===== src/rtl/uart_pkg.sv =====
// -----------------------------------------------------------------------------
// uart_pkg
// Shared definitions for the FIFO-fed UART transmitter:
//   - uart_state_e         : transmit FSM state encoding
//   - DEFAULT_DATA_WIDTH   : default frame payload width (bits)
//   - DEFAULT_CLKS_PER_BIT : default clk cycles per UART bit
//   - FRAME_COUNT_WIDTH    : width of the completed-frame counter
// -----------------------------------------------------------------------------
package uart_pkg;

   localparam int DEFAULT_DATA_WIDTH   = 32'd8;
   localparam int DEFAULT_CLKS_PER_BIT = 32'd16;
   localparam int FRAME_COUNT_WIDTH    = 32'd16;

   typedef enum logic [2:0] {
      ST_IDLE      = 3'd0,
      ST_POP       = 3'd1,
      ST_WAIT_DATA = 3'd2,
      ST_START     = 3'd3,
      ST_DATA      = 3'd4,
      ST_STOP      = 3'd5
   } uart_state_e;

endpackage : uart_pkg


===== src/rtl/uart_baud_counter.sv =====
// -----------------------------------------------------------------------------
// uart_baud_counter
// Bit-period counter. Counts 0..CLKS_PER_BIT-1 and raises tick for the one
// cycle in which the count sits at CLKS_PER_BIT-1, then wraps to 0.
// Ports:
//   clk   : rising-edge clock
//   reset : synchronous active-high reset (count -> 0)
//   clear : synchronous restart of the bit period (count -> 0)
//   tick  : high during the last cycle of a bit period
// -----------------------------------------------------------------------------
module uart_baud_counter
   import uart_pkg::*;
#(
   parameter int CLKS_PER_BIT = DEFAULT_CLKS_PER_BIT
) (
   input  logic clk,
   input  logic reset,
   input  logic clear,
   output logic tick
);

   localparam int CNT_W = $clog2(CLKS_PER_BIT);
   localparam logic [CNT_W-1:0] CNT_MAX = CNT_W'(CLKS_PER_BIT - 32'd1);

   logic [CNT_W-1:0] count_r;

   // Bit-period count register with reset, restart and wrap at CNT_MAX
   always_ff @(posedge clk) begin
      if (reset) begin
         count_r <= '0;
      end else if (clear) begin
         count_r <= '0;
      end else if (count_r == CNT_MAX) begin
         count_r <= '0;
      end else begin
         count_r <= count_r + CNT_W'(1'b1);
      end
   end

   assign tick = (count_r == CNT_MAX);

endmodule : uart_baud_counter


===== src/rtl/fifo_uart_tx.sv =====
// -----------------------------------------------------------------------------
// fifo_uart_tx
// Pulls words from an upstream FIFO and sends each as an 8N1-style UART frame
// (start bit, DATA_WIDTH data bits LSB first, one stop bit).
// Ports:
//   clk             : rising-edge clock
//   reset           : synchronous active-high reset
//   enable          : allows a new frame to start (never aborts one in flight)
//   fifo_empty      : upstream FIFO empty flag
//   fifo_pop        : one-cycle pop strobe to the FIFO (registered)
//   fifo_data       : FIFO read data
//   fifo_data_valid : qualifies fifo_data; only looked at in WAIT_DATA
//   tx              : serial line, idles high (registered)
//   busy            : high whenever the FSM is not in IDLE (registered)
//   frame_count     : number of completed frames, wraps (registered)
// -----------------------------------------------------------------------------
module fifo_uart_tx
   import uart_pkg::*;
#(
   parameter int DATA_WIDTH   = DEFAULT_DATA_WIDTH,
   parameter int CLKS_PER_BIT = DEFAULT_CLKS_PER_BIT
) (
   input  logic                         clk,
   input  logic                         reset,
   input  logic                         enable,
   input  logic                         fifo_empty,
   output logic                         fifo_pop,
   input  logic [DATA_WIDTH-1:0]        fifo_data,
   input  logic                         fifo_data_valid,
   output logic                         tx,
   output logic                         busy,
   output logic [FRAME_COUNT_WIDTH-1:0] frame_count
);

   localparam int IDX_W = (DATA_WIDTH > 32'd1) ? $clog2(DATA_WIDTH) : 32'd1;
   localparam logic [IDX_W-1:0] LAST_IDX = IDX_W'(DATA_WIDTH - 32'd1);

   uart_state_e                  state_r;
   uart_state_e                  state_s;
   logic [DATA_WIDTH-1:0]        shift_r;
   logic [DATA_WIDTH-1:0]        shift_s;
   logic [IDX_W-1:0]             bit_idx_r;
   logic [IDX_W-1:0]             bit_idx_s;
   logic [FRAME_COUNT_WIDTH-1:0] frame_count_r;
   logic [FRAME_COUNT_WIDTH-1:0] frame_count_s;
   logic                         tx_r;
   logic                         tx_s;
   logic                         fifo_pop_r;
   logic                         fifo_pop_s;
   logic                         busy_r;
   logic                         busy_s;
   logic                         tick_s;
   logic                         clear_s;

   // Restart the bit period on every state change so each bit gets a full period
   assign clear_s = (state_s != state_r);

   uart_baud_counter #(
      .CLKS_PER_BIT (CLKS_PER_BIT)
   ) u_baud (
      .clk   (clk),
      .reset (reset),
      .clear (clear_s),
      .tick  (tick_s)
   );

   // FSM state register
   always_ff @(posedge clk) begin
      if (reset) begin
         state_r <= ST_IDLE;
      end else begin
         state_r <= state_s;
      end
   end

   // FSM next-state logic
   always_comb begin
      state_s = state_r;
      case (state_r)
         ST_IDLE: begin
            if (enable && !fifo_empty) begin
               state_s = ST_POP;
            end else begin
               state_s = ST_IDLE;
            end
         end
         ST_POP: begin
            state_s = ST_WAIT_DATA;
         end
         ST_WAIT_DATA: begin
            if (fifo_data_valid) begin
               state_s = ST_START;
            end else begin
               state_s = ST_WAIT_DATA;
            end
         end
         ST_START: begin
            if (tick_s) begin
               state_s = ST_DATA;
            end else begin
               state_s = ST_START;
            end
         end
         ST_DATA: begin
            if (tick_s && (bit_idx_r == LAST_IDX)) begin
               state_s = ST_STOP;
            end else begin
               state_s = ST_DATA;
            end
         end
         ST_STOP: begin
            if (tick_s) begin
               state_s = ST_IDLE;
            end else begin
               state_s = ST_STOP;
            end
         end
         default: begin
            state_s = ST_IDLE;
         end
      endcase
   end

   // Datapath next values: shift register, bit index and frame counter
   always_comb begin
      shift_s       = shift_r;
      bit_idx_s     = bit_idx_r;
      frame_count_s = frame_count_r;
      case (state_r)
         ST_WAIT_DATA: begin
            if (fifo_data_valid) begin
               shift_s = fifo_data;
            end else begin
               shift_s = shift_r;
            end
         end
         ST_START: begin
            bit_idx_s = '0;
         end
         ST_DATA: begin
            if (tick_s) begin
               shift_s   = shift_r >> 1'b1;
               bit_idx_s = bit_idx_r + IDX_W'(1'b1);
            end else begin
               shift_s   = shift_r;
               bit_idx_s = bit_idx_r;
            end
         end
         ST_STOP: begin
            if (tick_s) begin
               frame_count_s = frame_count_r + 16'd1;
            end else begin
               frame_count_s = frame_count_r;
            end
         end
         default: begin
            shift_s = shift_r;
         end
      endcase
   end

   // Output decode from the upcoming state so tx/pop/busy can be registered
   // without a cycle of lag; in DATA the line carries the LSB of the next shift value
   always_comb begin
      fifo_pop_s = (state_s == ST_POP);
      busy_s     = (state_s != ST_IDLE);
      case (state_s)
         ST_START: tx_s = 1'b0;
         ST_DATA:  tx_s = shift_s[0];
         default:  tx_s = 1'b1;
      endcase
   end

   // Datapath and output registers
   always_ff @(posedge clk) begin
      if (reset) begin
         shift_r       <= '0;
         bit_idx_r     <= '0;
         frame_count_r <= '0;
         tx_r          <= 1'b1;
         fifo_pop_r    <= 1'b0;
         busy_r        <= 1'b0;
      end else begin
         shift_r       <= shift_s;
         bit_idx_r     <= bit_idx_s;
         frame_count_r <= frame_count_s;
         tx_r          <= tx_s;
         fifo_pop_r    <= fifo_pop_s;
         busy_r        <= busy_s;
      end
   end

   assign tx          = tx_r;
   assign fifo_pop    = fifo_pop_r;
   assign busy        = busy_r;
   assign frame_count = frame_count_r;

endmodule : fifo_uart_tx


===== config.mk =====
export PLATFORM = sky130hd
export DESIGN_NAME = fifo_uart_tx
export DESIGN_NICKNAME = d
export VERILOG_FILES = /design/src/rtl/uart_pkg.sv /design/src/rtl/uart_baud_counter.sv /design/src/rtl/fifo_uart_tx.sv
export SDC_FILE = /design/constraint.sdc
export NUM_CORES = 1
export LEC_CHECK = 0
export BUFFER_PORTS_ARGS = -buffer_cell sky130_fd_sc_hd__buf_2
export CELL_PAD_IN_SITES_DETAIL_PLACEMENT = 1
export CELL_PAD_IN_SITES_GLOBAL_PLACEMENT = 2
export CORE_ASPECT_RATIO = 1.4
export CORE_UTILIZATION = 30
export DETAILED_ROUTE_END_ITERATION = 7
export GPL_TIMING_DRIVEN = 0
export PLACE_DENSITY_LB_ADDON = 0.2
export RECOVER_POWER = 100
export SETUP_SLACK_MARGIN = 0.2
export SLEW_MARGIN = 10
export SYNTH_ARGS = -nofsm -noshare
export SYNTH_HDL_FRONTEND = slang
export SYNTH_SLANG_ARGS = --single-unit

===== constraint.sdc =====
create_clock -name clk -period 1.44 [get_ports clk]
set_input_delay 0.144 -clock clk [delete_from_list [all_inputs] [get_ports clk]]
set_output_delay 0.144 -clock clk [all_outputs]
set_load 0.005 [all_outputs]

**After elaboration in Yosys (flattened, before gate mapping)**

Cells that the tools add are included.

- Output and inout port bits: 19
- Register bits after elaboration: 37
- Input port bits: 13
- Word-level logic and storage cells: 48

- Muxes and demuxes: 12
- Add/subtract/negate cells: 3
- Reductions and logical operators: 11
- Eq/ne operators: 13

Operator list:

| operator | number |
|---|---|
| $pmux 3 s6 | 1 |
| $add 16x1->16 const B | 1 |
| $mux 8 | 2 |
| $pmux 8 s2 | 1 |
| $eq 3x3->1 const B | 4 |
| $eq 3x2->1 const B | 3 |
| $mux 3 | 3 |
| $eq 3x1->1 const B | 2 |
| $pmux 3 s2 | 1 |
| $add 4x1->4 const B | 1 |
| $eq 4x4->1 const B | 1 |
| $ne 2x2->1 const B | 2 |
| $reduce_and 2->1 | 2 |
| $reduce_bool 2->1 | 2 |
| $add 3x1->3 const B | 1 |
| $logic_not 3->1 | 1 |
| $mux 1 | 3 |
| $ne 3x3->1 | 1 |
| $reduce_and 3->1 | 1 |
| $reduce_bool 3->1 | 1 |
| $reduce_or 3->1 | 1 |
| $logic_and 1x1->1 | 2 |
| $pmux 1 s2 | 1 |
| $logic_not 1->1 | 1 |

**Logic depth before layout (Yosys ltp)**

Gate-level depths: netlist of the first run.

- Word-level depth: 6
- Mapped depth: 6
- Mapped depth without buffers: 6

**Cells and area by module**

A second synthesis of the first run with hierarchy kept.

- Cell total of the unflattened synthesis: 188
- Area total of the unflattened synthesis: 1,670.4 um^2

By module, submodules not included:

| module | area an instance (um^2) | cells each | times used | sequential area each (um^2) |
|---|---|---|---|---|
| fifo_uart_tx | 1,512.7 | 172 | 1 | 660.6 |
| uart_baud_counter | 157.7 | 16 | 1 | 80.1 |

**Worst setup path after synthesis of the first run**

No wires, ideal clock.

- Kind: flip-flop to flip-flop
- Start point: reg u_baud.count_r[0]
- End point: reg tx_r, in the netlist tx
- Arrival: 1.469 ns
- Data required time: 1.320 ns
- Path buffers: 0
- Path slack: -0.149 ns
- Stages on the path, launching flop included: 7
- Clock period less this slack: 1.589 ns
- Setup time: 0.120 ns
- Cells stage by stage: dfxtp_1 -> ha_1 -> and3_2 -> a21o_1 -> a21oi_2 -> nand3_1 -> o31a_1

- Cells in the longest elaborated chain, start to end: 6
- Elaborated cells on any way between the ends: 11
- Those cells by class: eq/ne: 3; mux: 7; reduce/logical: 1

Ends and longest elaborated chain:

| item | RTL line | text |
|---|---|---|
| start, declared | uart_baud_counter.sv:25 | `logic [CNT_W-1:0] count_r;` |
| start signal, assigned | uart_baud_counter.sv:36 | `count_r <= count_r + CNT_W'(1'b1);` |
| $eq 4x4->1 * | uart_baud_counter.sv:40 | `assign tick = (count_r == CNT_MAX);` |
| $logic_and 1x1->1 | fifo_uart_tx.sv:105 | `if (tick_s && (bit_idx_r == LAST_IDX)) begin` |
| $mux 1 | fifo_uart_tx.sv:105 |  |
| $pmux 3 s6 | fifo_uart_tx.sv:79 | `case (state_r)` |
| $eq 3x3->1 / $eq 3x2->1 (equally long branches) | fifo_uart_tx.sv:167 | `case (state_s)` |
| $pmux 1 s2 * | fifo_uart_tx.sv:167 |  |
| end signal, assigned | fifo_uart_tx.sv:187 | `tx_r <= tx_s;` |
| end, declared | fifo_uart_tx.sv:46 | `logic tx_r;` |

Mark *: on every way between the ends. The rest lies on a longest branch, timed or not. The select of a mux whose other input is x is not followed.
A chain may end at the register's enable or synchronous reset.

**Worst setup path in the final report of the first run**

- Start point: reg u_baud.count_r[1]
- End point: reg busy_r, in the netlist busy

- Cells in the longest elaborated chain, start to end: 5
- Elaborated cells on any way between the ends: 7
- Those cells by class: eq/ne: 1; mux: 4; reduce/logical: 2

Ends and longest elaborated chain:

| item | RTL line | text |
|---|---|---|
| $eq 4x4->1 * | uart_baud_counter.sv:40 |  |
| $logic_and 1x1->1 | fifo_uart_tx.sv:105 |  |
| $mux 1 | fifo_uart_tx.sv:105 |  |
| $pmux 3 s6 * | fifo_uart_tx.sv:79 |  |
| $reduce_bool 3->1 * | fifo_uart_tx.sv:166 | `busy_s = (state_s != ST_IDLE);` |
| end signal, assigned | fifo_uart_tx.sv:189 | `busy_r <= busy_s;` |
| end, declared | fifo_uart_tx.sv:50 | `logic busy_r;` |

Mark *: on every way between the ends. The rest lies on a longest branch, timed or not.

==> flow_summary_export.csv, run 1 <==
group,metric,value,unit
global_routing,grt_first_pass_wirelength,7130,microns
critical_path,critical-path-top-delay-family,"simple AND/OR/NAND/NOR gates",
critical_path,crit_path_max_fanout,4,
critical_path,r2r-end,"busy$_SDFF_PP0_",
yosys,post-synth-top-count-cell,"dfxtp_1",
critical_path,critPathKind,"reg -> reg",
hold_path,hold_end,"shift_r[7]$_SDFFE_PP0P_",
power,seq_power_share,53.2,%
critical_path,timing.reg2reg.worst_path_depth,7,
critical_path,critical_path.endpoint_type,"flip-flop",
power,netSwitchingPower,514,uW
power,leakagePower,0.00102,uW
status,status,"complete, but fails checks",
yosys,synthesis.nets,206,
power,vdd.ir_drop.worst,359,uV
yosys,synth_commonest_cells,"dfxtp_1, nor2_1, nand2_1, xor2_1, nand3_1",
clock_network,numCtsBuffers,5,
timing,finalHoldWorstSlack,0.106,ns
yosys,post_synth.cell_area_avg,9.15,sq um
floorplanning,die-area,6080,sq um
yosys,synth-edff-count,0,
timing,fmax,615,MHz
timing,post-route-min-period,1.63,ns
yosys,synth_xor_area_share,8.61,%
critical_path,worst_path_max_delay_cell,"dfxtp_2",
critical_path,crit_arrival,1.80,ns
yosys,sequential_fraction_of_the_synthesis_area,42.8,%
yosys,synth-async-reset-ratio,0,%
power,pwr_density_cell,774,nW/um^2
layout,drive_above_1_share,47.1,%
timing,post-route-worst-setup-slack,-0.187,ns
status,violations_in_the_final_reports,"setup timing",
yosys,synth.ff_latch_count,37,
timing,layout_worst_path_cycle_share,113,%
drt,vias,1596,
critical_path,critical_path.reg2reg.startpoint,"u_baud.count_r[1]$_SDFF_PP0_",
hold_path,min_from,"fifo_data[7]",
timing,report.final.hold_viol_count,0,
layout,antenna-diode-count,0,
layout,final_area,2590,sq um
layout,areaGrowthSynthToFinish,49.7,%
layout,nNetsFinal,275,
timing,setup_viol_count_final,21,
layout,multiInputGateArea,1150,sq um
floorplanning,height_of_the_die,91.8,microns
layout,layout.area.seq,762,sq um
yosys,synth_compound_gate_area_share,15.3,%
run,max_cap_violations,0,
placement,placedInstanceArea,2010,sq um
clock_network,clk_transition_reported_paths,0.07,ns
timing,setup_repair_after_global_routing_missed_its_margin,"yes",
critical_path,cp.buffers_inverters,1,
global_routing,remaining_overflow_grt,0,
yosys,synth_cell_type_count,41,
clock_network,buffer_cell_driving_the_clock_tree_root,"clkbuf_8",
yosys,synth.top_cells.by_area,"dfxtp_1, xor2_1, nor2_1",
global_routing,gr-usage-all-layers,15.0,%
drt,drt-initial-drc-count,38,
floorplanning,placementRows,32,
power,intPower,1490,uW
drt,drt_pass1_iterations,4,
clock_network,cts_htree_levels,2,
critical_path,required_time_of_the_critical_path,1.61,ns
drt,detail-route-antenna-nets,0,
placement,gpl_congestion,0.747,
global_routing,pin_count_of_the_biggest_net_entering_global_routing,12,
yosys,synth_ff_type,"dfxtp_1",
placement,dp_worst_setup_slack,-0.209,ns
timing,maxSlewHeadroom,63.6,%
yosys,syn_area,1730,sq um
drt,post_drt_wl_per_cell,14.5,microns
drt,drcViolationCount,0,
clock_network,clkLatencyLatePin,0.28,ns
yosys,muxShareOfSynthArea,0,%
clock_network,cts_buffer_depth,2,
critical_path,rrSetupSlack,-0.19,ns
timing,final-max-slew-violation-count,0,
critical_path,cp_cell_sequence,"ha_4 > buf_4 > nand3_4 > nand3_2 > a31oi_4 > o21a_1 > or3_4",
yosys,largest_family_of_logic_cells_by_synthesized_area,"simple AND/OR/NAND/NOR gates",
yosys,synthDominantCellAreaShare,42.8,%
timing,fin_worst_skew,0.00362,ns
yosys,post_synth_fa_ha_maj_area_fraction,2.89,%
floorplanning,die_w,66.2,microns
placement,post-dp-hpwl,2860,microns
floorplanning,placeableCoreArea,5530,sq um
floorplanning,floorplan.initialDensity,31.3,%
critical_path,max_stage_delay,0.36,ns
critical_path,launching_element_type_of_the_critical_path,"flip-flop",
drt,route.detailed.vias_per_inst,4.88,
drt,routed_wl,4730,microns
yosys,share_of_synthesized_cell_area_in_and_or_nand_and_nor_gates,26.5,%
layout,final.fill_count,632,
timing,timing_worst_slew_pin_value,0.546,ns
yosys,synth_top_cell_by_area,"dfxtp_1",
hold_path,holdCritPathClass,"in -> reg",
clock_network,clock-sinks,37,
hold_path,cell_depth_of_the_worst_hold_path,3,
global_routing,number_of_global_route_vias_before_repair,1566,
power,pwr-share-clk,35.4,%
yosys,syn-instance-count,189,
power,swShare,25.7,%
power,comb_power_share,11.5,%
placement,placement.io_buffers,31,
yosys,synthesis.yosys.warnings,0,
clock_network,tritoncts,"done",
floorplanning,boundaryPins,32,
global_routing,grt_antenna_before_repair,0,
worst max-delay path by stage:
| stage | to | depth (start not counted) | slack, ns | start |
|---|---|---|---|---|
| 6_report | busy$_SDFF_PP0_ | 7 | -0.19 | u_baud.count_r[1]$_SDFF_PP0_ |
| 3_3_place_gp | tx$_SDFF_PP1_ | 6 | -0.21 | state_r[1]$_SDFF_PP0_ |
| 2_1_floorplan | tx$_SDFF_PP1_ | 6 | 0.03 | u_baud.count_r[0]$_SDFF_PP0_ |
| 3_5_place_dp | tx$_SDFF_PP1_ | 6 | -0.21 | state_r[1]$_SDFF_PP0_ |
| 4_1_cts | tx$_SDFF_PP1_ | 6 | -0.13 | u_baud.count_r[0]$_SDFF_PP0_ |
| 5_1_grt | tx$_SDFF_PP1_ | 6 | -0.26 | u_baud.count_r[1]$_SDFF_PP0_ |
flip-flops by register name (all words and copies together) (netlist names):
signal,count
busy,1
shift_r,8
u_baud.count_r,4
bit_idx_r,3
tx,1
fifo_pop,1
state_r,3
frame_count,16
cell families (layout without fill, tap and decap cells):
family                   after synthesis  after routing
AND/OR/NAND/NOR                       82             82
adder cells (fa/ha/maj)                4              4
XOR/XNOR                              17             17
AO/OA/AOI/OAI                         35             35
buffers and inverters                 14             84
flip-flops                            37             37
layout by cell type (no fill, tap or decap), types with 2 or more instances in the layout:
| cell type | n |
|---|---|
| inv_1 | 5 |
| nand3_1 | 5 |
| nand2_1 | 15 |
| buf_4 | 24 |
| nand4_1 | 5 |
| nand2b_1 | 3 |
| nor2_4 | 3 |
| and3_1 | 3 |
| dfxtp_2 | 8 |
| a221oi_1 | 2 |
| clkinv_2 | 2 |
| and3_4 | 2 |
| a22oi_2 | 5 |
| nand2_2 | 5 |
| xor2_1 | 14 |
| clkbuf_1 | 11 |
| dfxtp_1 | 26 |
| buf_2 | 25 |
| a21oi_1 | 8 |
| a21oi_2 | 2 |
| clkbuf_8 | 5 |
| nor2_2 | 2 |
| nor3_4 | 4 |
| nand3_4 | 2 |
| dfxtp_4 | 3 |
| nand3_2 | 5 |
| buf_6 | 9 |
| ha_1 | 2 |
| o21bai_1 | 2 |
| nor2_1 | 19 |
| a31oi_4 | 2 |
| a22oi_1 | 2 |
| o21ai_0 | 2 |
| xnor2_1 | 2 |
power by group through the flow:
stage / logic, uW / clock network [uW] / registers, uW
floorplan: 102 / 0 / 1090
global placement: 154 / 0 / 1090
detailed placement: 155 / 0 / 1090
CTS: 188 / 740 / 1070
global route: 250 / 783 / 1070
finish: 230 / 709 / 1060
worst register-to-register path, stage by stage, from the launching register on:
cell,delay [ns]
dfxtp_2,0.36
ha_4,0.17
buf_4,0.12
nand3_4,0.11
nand3_2,0.11
a31oi_4,0.09
o21a_1,0.23
or3_4,0.33
area by class of cell:
class / instances / area share (%)
Sequential cell: 37 / 29.4
Clock inverter: 2 / 0.387
Multi-Input combinational cell: 138 / 44.4
Inverter: 6 / 0.967
Tap cell: 68 / 3.29
Buffer: 8 / 2.90
Timing Repair Buffer: 62 / 15.8
Clock buffer: 6 / 2.80
per-layer routing:
metal | wire length (microns) | GRT usage [%]
met1 | 1980 | 17.3
met2 | 2590 | 27.1
met3 | 127 | 3.11
met4 | 27 | 4.26
met5 | 0 | 0
timing repair:
item,CTS,global route
setup buffers,14,17
gates resized for setup,30,40
endpoints found under the setup margin,34,36
pin swaps,15,22
hold buffers,0,0
endpoints found under the hold margin,0,0
through the flow:
stage	total power [uW]	util, %	std cells	TNS [ns]
2_1_floorplan	1190	-	189	0
3_3_place_gp	1240	36.3	288	-1.73
3_5_place_dp	1240	36.3	288	-1.94
4_1_cts	1990	42.2	310	-1.67
5_1_grt	2100	46.9	327	-3.55
6_report	2000	46.9	327	-1.19
Note: power is estimated with default switching activity, not from simulation.
==> inputs of run 2 (changes only) <==
CORE_MARGIN = 10   (was unset)
CORE_UTILIZATION = 32   (was 30)
SYNTH_HIERARCHICAL = 1   (was unset)
clock period = 1.8 ns   (was 1.44 ns; I/O delays follow)
==> flow_summary_export.csv, run 2 <==
group,metric,value,unit
global_routing,grt_first_pass_wirelength,8450,microns
drt,vias,1630,
yosys,post_synth.cell_area_avg,8.88,sq um
global_routing,pin_count_of_the_biggest_net_entering_global_routing,12,
timing,layout_worst_path_cycle_share,99.4,%
layout,most-common-layout-cells,"dfxtp_1, buf_2, a21oi_1, buf_4, nor2_1",
yosys,synthesis.yosys.warnings,6,
layout,antenna-diode-count,0,
yosys,synth-async-reset-ratio,0,%
clock_network,tritoncts,"done",
critical_path,crit_path_max_fanout,5,
hold_path,cell_depth_of_the_worst_hold_path,3,
drt,drcViolationCount,0,
yosys,synthDominantCellAreaShare,44.3,%
layout,final.fill_count,607,
layout,layout_commonest_cell,"dfxtp_1",
power,leakagePower,0.000989,uW
drt,detail-route-antenna-nets,0,
layout,multiInputGateArea,1160,sq um
critical_path,required_time_of_the_critical_path,1.97,ns
clock_network,buffer_cell_driving_the_clock_tree_root,"clkbuf_8",
timing,finalHoldWorstSlack,0.150,ns
yosys,sequential_fraction_of_the_synthesis_area,44.3,%
placement,placement.io_buffers,31,
critical_path,worst_path_max_delay_cell,"dfxtp_2",
power,pwr_density_cell,662,nW/um^2
floorplanning,height_of_the_die,105,microns
critical_path,max_stage_delay,0.34,ns
floorplanning,floorplan.initialDensity,32.6,%
critical_path,launching_element_type_of_the_critical_path,"flip-flop",
yosys,synthesis.nets,205,
timing,post-route-worst-setup-slack,0.0113,ns
drt,routed_wl,5060,microns
global_routing,number_of_global_route_vias_before_repair,1741,
critical_path,critPathKind,"reg -> reg",
status,status,"finished clean",
placement,placedInstanceArea,1980,sq um
yosys,synth.top_cells.by_area,"dfxtp_1, a21oi_1, a22oi_1",
yosys,synth_top_cell_by_area,"dfxtp_1",
critical_path,timing.reg2reg.worst_path_depth,7,
yosys,syn-instance-count,188,
floorplanning,die-area,8550,sq um
timing,fin_worst_skew,0.00612,ns
run,max_cap_violations,0,
yosys,syn_area,1670,sq um
power,vdd.ir_drop.worst,460,uV
clock_network,numCtsBuffers,5,
timing,fmax,559,MHz
floorplanning,placeableCoreArea,5120,sq um
yosys,synth_cell_type_count,40,
critical_path,critical_path.endpoint_type,"flip-flop",
timing,final-max-slew-violation-count,0,
yosys,synth_ff_type,"dfxtp_1",
timing,setup_repair_after_global_routing_missed_its_margin,"yes",
yosys,synth.ff_latch_count,37,
power,fin_total_pwr,1670,uW
floorplanning,placementRows,31,
timing,report.final.hold_viol_count,0,
critical_path,cp_cell_sequence,"ha_4 > nand3_4 > clkinv_4 > and4b_1 > a221o_1 > o211a_1 > or3_1",
layout,nNetsFinal,263,
hold_path,holdCritPathClass,"in -> reg",
placement,post-dp-hpwl,3410,microns
placement,gpl_congestion,0.729,
yosys,synth_commonest_cells,"dfxtp_1, a21oi_1, nor2_1, nand2_1, a22oi_1",
floorplanning,die_w,81.1,microns
placement,dp_worst_setup_slack,-0.154,ns
clock_network,clock-sinks,37,
layout,drive_above_1_share,44.7,%
global_routing,remaining_overflow_grt,0,
clock_network,clkLatencyLatePin,0.29,ns
drt,drt_pass1_iterations,4,
drt,drt-initial-drc-count,32,
layout,areaGrowthSynthToFinish,50.7,%
global_routing,gr-usage-all-layers,12.2,%
yosys,synth-edff-count,0,
critical_path,crit_arrival,1.96,ns
floorplanning,boundaryPins,32,
timing,timing_worst_slew_pin_value,0.540,ns
drt,route.detailed.vias_per_inst,5.22,
layout,layout.area.seq,756,sq um
timing,maxSlewHeadroom,64.0,%
layout,largest_register_ff_count,16,
layout,final_area,2520,sq um
timing,post-route-min-period,1.79,ns
timing,setup_viol_count_final,0,
clock_network,clk_transition_reported_paths,0.07,ns
clock_network,cts_htree_levels,2,
timing,fin_tns_setup,0,ns
clock_network,cts_buffer_depth,2,
drt,post_drt_wl_per_cell,16.2,microns
yosys,post-synth-top-count-cell,"dfxtp_1",
global_routing,grt_antenna_before_repair,0,
==> run 2: changes by cell type in the layout (fill, tap and decap cells not counted), sizes merged, moves of 4 or more <==
cell,previous run,this run
or3,1,5
o31ai,0,4
nor2,24,19
or4,0,4
nand3,12,6
xor2,14,5
buf,59,50
nand2b,4,0
a21oi,11,18
==> run 2: final cells by class <==
| cell class | instances | area share (%) |
|---|---|---|
| Clock buffer | 6 | 3.28 |
| Timing Repair Buffer | 51 | 12.8 |
| Buffer | 10 | 3.43 |
| Tap cell | 66 | 3.28 |
| Multi-Input combinational cell | 136 | 46.0 |
| Sequential cell | 37 | 30.0 |
| Clock inverter | 1 | 0.298 |
| Inverter | 5 | 0.944 |
==> run 2: kinds of logic after synthesis <==
| logic type | count (synthesis) | synth area share (%) |
|---|---|---|
| and+or+nand+nor | 76 | 25.8 |
| AOI/OAI and AO/OA | 43 | 16.3 |
| DFF | 37 | 44.3 |
| buffers and inverters | 15 | 3.60 |
| xor gates and xnor gates | 11 | 5.77 |
| adders and majority gates | 4 | 3.00 |
| muxes | 2 | 1.20 |
==> run 2: power by group <==
part | switching [uW] | total [uW] | internal, uW
clock | 285 | 588 | 302
sequential | 20.7 | 864 | 844
combinational | 109 | 214 | 105
==> run 2: critical path: cells and delay by family, from the launching register on <==
kind            cells  cell delay [ns]
fa+ha+maj           1             0.17
simple gates        3             0.56
compound gates      2             0.53
flops               1             0.34
buf+inv             1             0.08
==> run 2: path summary, 6_finish.rpt <==
check	end	slack, ns	from
worst max register to register	busy$_SDFF_PP0_	0.01	u_baud/count_r[1]$_SDFF_PP0_
worst min-delay path	shift_r[7]$_SDFFE_PP0P_	0.15	fifo_data[7]
worst min register to register	shift_r[6]$_SDFFE_PP0P_	0.48	shift_r[6]$_SDFFE_PP0P_
worst max-delay path	busy$_SDFF_PP0_	0.01	u_baud/count_r[1]$_SDFF_PP0_
==> run 2: layer usage <==
layer	global-route usage (%)	share of wire, %	up-vias
met5	0	0	-
met4	6.08	2.0	0
met3	3.74	3.9	8
met2	21.3	56	27
met1	12.7	38	801
li1	-	-	794
==> run 2: timing repair <==
| action | 4_1_cts | 5_1_grt |
|---|---|---|
| buffers inserted | 18 | 2 |
| pin swaps | 13 | 13 |
| gates resized for setup | 38 | 44 |
| hold buffers | 0 | 0 |
| setup endpoints to repair | 20 | 31 |
==> run 2: per-stage QoR <==
stage                     util [%]  std cells
after floorplan                  -        188
after global placement        38.7        285
after detailed placement      38.7        285
after CTS                     45.6        310
after global routing          49.2        312
final                         49.2        312
